$ cat config.mk
export PLATFORM = sky130hd
export DESIGN_NAME = mux4_rr_arbiter
export DESIGN_NICKNAME = d
export VERILOG_FILES = /design/src/rtl/mux4_rr_arbiter_pkg.sv /design/src/rtl/mux4_rr_arbiter_rr_pick4.sv /design/src/rtl/mux4_rr_arbiter.sv
export SDC_FILE = /design/constraint.sdc
export NUM_CORES = 1
export LEC_CHECK = 0
export ABC_AREA = 1
export CAP_MARGIN = 10
export CORE_MARGIN = 1.5
export CORE_UTILIZATION = 44
export DETAILED_ROUTE_END_ITERATION = 10
export PLACE_DENSITY_LB_ADDON = 0.1
export SETUP_SLACK_MARGIN = 0.05
export SYNTH_ARGS = -nofsm -noshare
export SYNTH_HDL_FRONTEND = slang
export SYNTH_SLANG_ARGS = --single-unit
$ cat constraint.sdc
create_clock -name clk -period 3 [get_ports clk]
set_input_delay 0.45 -clock clk [delete_from_list [all_inputs] [get_ports clk]]
set_output_delay 0.45 -clock clk [all_outputs]
set_load 0.02 [all_outputs]
$ cat src/rtl/mux4_rr_arbiter_pkg.sv
// Shared constants for the 4-lane round-robin mux arbiter: FSM encodings,
// lane select codes and a one-hot helper.
package mux4_pkg;

    localparam int NUM_LANES = 4;

    localparam logic [1:0] ST_IDLE    = 2'd0;
    localparam logic [1:0] ST_GRANT   = 2'd1;
    localparam logic [1:0] ST_RELEASE = 2'd2;

    localparam logic [1:0] SEL_A = 2'd0;
    localparam logic [1:0] SEL_B = 2'd1;
    localparam logic [1:0] SEL_C = 2'd2;
    localparam logic [1:0] SEL_D = 2'd3;

    function automatic logic [3:0] onehot4(input logic [1:0] idx);
        return 4'b0001 << idx;
    endfunction

endpackage

$ cat src/rtl/mux4_rr_arbiter_rr_pick4.sv
// Combinational rotating-priority picker: returns the first requesting lane
// in the order ptr, ptr+1, ... mod 4, plus a flag that any lane requests.
module rr_pick4
    import mux4_pkg::*;
(
    input  logic [3:0] req,
    input  logic [1:0] ptr,
    output logic [1:0] pick,
    output logic       any
);

    always_comb begin
        pick = ptr;
        any  = 1'b0;
        for (int unsigned i = 0; i < NUM_LANES; i++) begin
            if (!any && req[ptr + 2'(i)]) begin
                pick = ptr + 2'(i);
                any  = 1'b1;
            end
        end
    end

endmodule

$ cat src/rtl/mux4_rr_arbiter.sv
// Round-robin arbiter steering a shared 4:1 mux; grant is held until the owner
// drops its request. Optional forced release after MAX_HOLD cycles: MUX4_ARB_TIMEOUT_EN.
module mux4_rr_arbiter
    import mux4_pkg::*;
#(
    parameter int W        = 8,
    parameter int MAX_HOLD = 16
) (
    input  logic           clk,
    input  logic           rst,
    input  logic [3:0]     req,
    input  logic [4*W-1:0] din,
    output logic [3:0]     gnt,
    output logic [1:0]     sel,
    output logic           busy,
    output logic [W-1:0]   dout,
    output logic           timeout
);

    if (MAX_HOLD < 1) begin : g_bad_cfg
        $error("MAX_HOLD must be at least 1");
    end

    logic [1:0] state;
    logic [1:0] ptr;
    logic [1:0] pick;
    logic       any;
    logic       expire;

    rr_pick4 u_pick (
        .req  (req),
        .ptr  (ptr),
        .pick (pick),
        .any  (any)
    );

`ifdef MUX4_ARB_TIMEOUT_EN
    localparam int HW = $clog2(MAX_HOLD + 1);

    logic [HW-1:0] hold;
    logic          timeout_q;

    // hold counts GRANT cycles already served, so the last allowed cycle sees MAX_HOLD-1
    assign expire = (state == ST_GRANT) && (hold == HW'(MAX_HOLD - 1));

    always_ff @(posedge clk) begin
        if (rst) begin
            hold      <= '0;
            timeout_q <= 1'b0;
        end else begin
            timeout_q <= expire && req[sel];
            if (state == ST_GRANT) hold <= hold + 1'b1;
            else                   hold <= '0;
        end
    end

    assign timeout = timeout_q;
`else
    assign expire  = 1'b0;
    assign timeout = 1'b0;
`endif

    always_ff @(posedge clk) begin
        if (rst) begin
            state <= ST_IDLE;
            gnt   <= '0;
            sel   <= SEL_A;
            ptr   <= SEL_A;
        end else begin
            case (state)
                ST_IDLE: begin
                    if (any) begin
                        state <= ST_GRANT;
                        gnt   <= onehot4(pick);
                        sel   <= pick;
                    end
                end
                ST_GRANT: begin
                    if (!req[sel] || expire) begin
                        state <= ST_RELEASE;
                        gnt   <= '0;
                        ptr   <= sel + 2'd1;
                    end
                end
                ST_RELEASE: state <= ST_IDLE;
                default: begin
                    state <= ST_IDLE;
                    gnt   <= '0;
                end
            endcase
        end
    end

    assign busy = (state == ST_GRANT);
    assign dout = busy ? din[int'(sel)*W +: W] : '0;

endmodule

== Yosys cells after proc, flatten, opt, wreduce, memory -nomap -nowiden ==
Cells that the tools add are included.

* Register bits: 10
* Output and inout port bits: 16
* Bits of input ports: 38

* Shift-type cells: 2
* Equality and inequality tests: 4
* Bitwise operators: 2
* Add/subtract/negate cells: 4
* Magnitude comparators: 5
* Reductions and logical operators: 11
* Multiplexer cells: 24

{| class="wikitable"
|+ Operator list
! operator !! count
|-
| $shiftx 32x6->8 || 1
|-
| $lt 2x3->1 const B || 5
|-
| $pmux 4 s3 || 1
|-
| $bmux 1 s2 || 5
|-
| $mux 2 || 5
|-
| $mux 1 || 9
|-
| $mux 4 || 2
|-
| $mux 8 || 1
|-
| $reduce_and 2->1 || 3
|-
| $add 2x1->2 const B || 2
|-
| $add 2x2->2 const B || 2
|-
| $ne 2x2->1 const B || 2
|-
| $pmux 2 s2 || 1
|-
| $shl 1x2->4 const A || 1
|-
| $logic_and 1x1->1 || 3
|-
| $logic_not 1->1 || 3
|-
| $reduce_and 3->1 || 1
|-
| $eq 2x1->1 const B || 1
|-
| $eq 2x2->1 const B || 1
|-
| $logic_not 2->1 || 1
|-
| $not 1->1 || 2
|}

== Logic depth before layout (Yosys ltp) ==
* Depth in word-level cells: 15
* Gate-level depth with buffers: 14

== Hierarchy ==
Synthesis repeated with hierarchy kept, for this count alone.

* Cell total of the unflattened synthesis: 201
* Area total of the unflattened synthesis: 1118.6 um2

{| class="wikitable"
|+ Modules (own cells, without submodules)
! module !! instances !! cells each !! area each (um2)
|-
| mux4_rr_arbiter || 1 || 137 || 819.5
|-
| rr_pick4 || 1 || 64 || 299.0
|}

== Worst setup path after synthesis ==
OpenSTA, ideal clock, no wires.

* Path type: flip-flop to output port
* Start: reg sel[0]
* End: out dout[0]
* Data arrival time: 1.538 ns
* Slack: 1.012 ns
* Cell stages (with the launch flop): 7
* Buffers on the path: 2
* Cells stage by stage: dfxtp_1 > buf_2 > buf_1 > nor2_1 > nor2_1 > o21ai_0 > a21oi_1

* Longest elaborated chain between the ends: 2

{| class="wikitable"
|+ Ends and longest elaborated chain
! element !! RTL line !! text
|-
| start: declaration || mux4_rr_arbiter.sv:14 || <nowiki>output logic [1:0] sel,</nowiki>
|-
| start signal: assignment || mux4_rr_arbiter.sv:75 || <nowiki>sel <= pick;</nowiki>
|-
| $shiftx 32x6->8 || mux4_rr_arbiter.sv:95 || <nowiki>assign dout = busy ? din[int'(sel)*W +: W] : '0;</nowiki>
|-
| $mux 8 || mux4_rr_arbiter.sv:95 ||
|-
| end: declaration || mux4_rr_arbiter.sv:16 || <nowiki>output logic [W-1:0] dout,</nowiki>
|}

Every way passes these cells.

== Worst setup path in the final report ==
* Start: reg sel[1]
* End: out dout[5]

The elaborated chain is that of the path after synthesis.

==> metrics.md <==
| Metric | Value |
|---|---|
| Most common cell after layout, fill and taps aside | clkdlybuf4s50_1 |
| CTS Sinks | 10 |
| Clock Path Buffers | 2 |
| Synthesized instance count | 207 |
| Fill cells | 217 |
| Worst Path Max Fanout | 12 |
| CTS H-tree depth | 1 |
| RSZ-0062 raised after global routing | false |
| Main synth FF type | dfxtp_1 |
| Clock latency at the later pin of the worst-skew pair | 270 ps |
| Pins over their slew limit | 0 |
| Post-CTS Setup Bufs | 0 |
| Core footprint | 2477 um2 |
| CTS root buffer | clkbuf_4 |
| Post-Syn Area per Cell | 5.585 um2 |
| Post-CTS Hold Buffers | 0 |
| Syn Std Cell Area | 1156 um2 |
| Crit path DAT | 2120 ps |
| TritonRoute pass-1 iters | 4 |
| Total grt overflow | 0 |
| Row count | 18 |
| # port buffers | 52 |
| Fin crit period | 2572 ps |
| Final Cycle Share | 85.73% |
| GRT Max-Usage Layer | met2 |
| Final setup fails | 0 |
| Pleak | 0.7382 nW |
| Crit. Startpoint | sel[1] |
| Non-filler cells in the finished layout | 284 |
| Post-cts resize count | 0 |
| Initial antenna violation count | 0 |
| Vias in the first global route | 1260 |
| Asr flop ratio synth | 0% |
| DR DRC count | 0 |
| Layout cells sized above 1 | 12.20% |
| Starting density of the core | 46.67% |
| M2 GR Usage | 42.97% |
| DIE WIDTH | 54.26 um |
| Seq/Total Area, Yosys | 17.32% |
| I/O pin cnt | 54 |
| Synthesis-to-finish area growth | 47.08% |
| Post-route ant nets | 0 |
| Max-cap viol count | 0 |
| Initial DRC Count | 38 |
| Detailed-route wire length per cell | 11.15 um |
| Placed insts | 280 |
| PD cells | 928.1 nW/um2 |
| # diodes | 0 |
| Layout Nets | 293 |
| Commonest cells after routing, fill and taps aside | clkdlybuf4s50_1, nand2_1, nor2_1 |
| HP Class | flop to flop |
| HPWL after DPL | 2.507 mm |
| Global-route usage over all layers | 23.53% |
| HP Start | gnt[0] |
| Clk slew on worst S/H paths | 70 ps |
| Outcome | finished, final reports clean |
| Critical path class | flop to output pin |
| Number of enable flip-flop cells after synthesis | 0 |
| First-pass GRT wire length | 5.126 mm |
| Crit path capture type | output pin |
| Seq cells post-synth | 10 |
| Final wirelength | 3.168 mm |
| TritonCTS clock tree | done |
| Netlist cell types | 26 |
| Worst hold slack | 483.2 ps |
| DR vias | 1432 |
| Max Clock Freq | 388.8 MHz |
| Final Hold Fails | 0 |
| Synth Net Count | 245 |
| Setup TNS | 0 ps |
| WP data required | 2550 ps |
| GRT met3 Usage | 5.191% |
| RD Place Congestion | 0.8692 |
| Die Area | 2944 um2 |
| Largest net degree at the start of global routing | 21 |
| Final core occ | 68.64% |
| Cts bufs inserted | 3 |
| M1 GR Usage | 28.91% |
| Post-Route Skew | 2.638 ps |
| Worst vdd ir | 0.7734 mV |
| Vias/cell | 5.042 |
| Crit path launch type | flop |
| DIE HEIGHT | 54.26 um |
| Yosys warns | 0 |
| Worst R2R Start | sel[1] |
## cell type report
cell class / count / area, um2 / area share (%)
Multi-Input combinational cell: 172 / 835.8 / 49.15
Timing Repair Buffer: 54 / 535.5 / 31.49
Sequential cell: 10 / 200.2 / 11.77
Inverter: 14 / 55.05 / 3.238
Tap cell: 30 / 37.54 / 2.208
Clock buffer: 4 / 36.28 / 2.134
## sequential cells by signal (all words and copies together) (netlist names)
name and flops:
gnt 4, ptr 2, sel 2, state 2
## report_power, final
part / total [mW] / leakage, nW / switching, mW / internal [mW]
Sequential: 0.248 / 0.0821 / 0.0638 / 0.185
Combinational: 1.21 / 0.635 / 0.746 / 0.461
Clock: 0.123 / 0.0210 / 0.0493 / 0.0737
## stage by stage
| step | worst slack, ps | power, mW | area [um2] |
|---|---|---|---|
| after floorplan | 1012 | 1.123 | 1156 |
| after global placement | 623.8 | 1.444 | 1664 |
| after detailed placement | 628.0 | 1.451 | 1664 |
| after CTS | 422.7 | 1.580 | 1700 |
| after global routing | 278.1 | 1.743 | 1700 |
| final | 428.1 | 1.578 | 1700 |
## worst paths after layout
check / endpoint / slack [ps] / cells past startpoint
worst min register to register: gnt[0] / 480 / 2
worst max register to register: gnt[3] / 990 / 8
worst min-delay path: gnt[0] / 480 / 2
worst max-delay path: dout[5] / 430 / 5
## synthesized netlist by cell type, types with 2 or more instances
| library cell | instances | area (um2) |
|---|---|---|
| nand2_1 | 51 | 191.4 |
| nor2_1 | 38 | 142.6 |
| o21ai_0 | 19 | 95.09 |
| a21oi_1 | 18 | 90.09 |
| nand3_1 | 17 | 85.08 |
| nand2_2 | 12 | 75.07 |
| dfxtp_1 | 10 | 200.2 |
| inv_1 | 10 | 37.54 |
| clkbuf_1 | 5 | 18.77 |
| nand3_2 | 4 | 40.04 |
| nand2_4 | 3 | 33.78 |
| a211oi_1 | 2 | 15.01 |
| buf_4 | 2 | 15.01 |
| buf_6 | 2 | 22.52 |
| clkinv_1 | 2 | 7.510 |
| nand4_1 | 2 | 12.51 |
## routing by layer
metal	share of wire (%)	wire length, um	up-vias
li1	-	-	761
met5	0	0	-
met1	47	1477	635
met4	0	0	0
met2	49	1539	36
met3	4.8	151	0
## critical path: stages, from the launching register on
cell and delay [ps]:
dfxtp_1 550, inv_1 280, nor2_1 150, o21ai_0 80, a21oi_1 160, clkdlybuf4s50_1 630
## logic make-up after synthesis
group | share of synthesized area (%)
simple gates | 52.81
compound gates | 19.16
buf+inv | 10.39
flops | 17.32
other cells | 0.3244
Note: power is estimated with default switching activity, not from simulation.
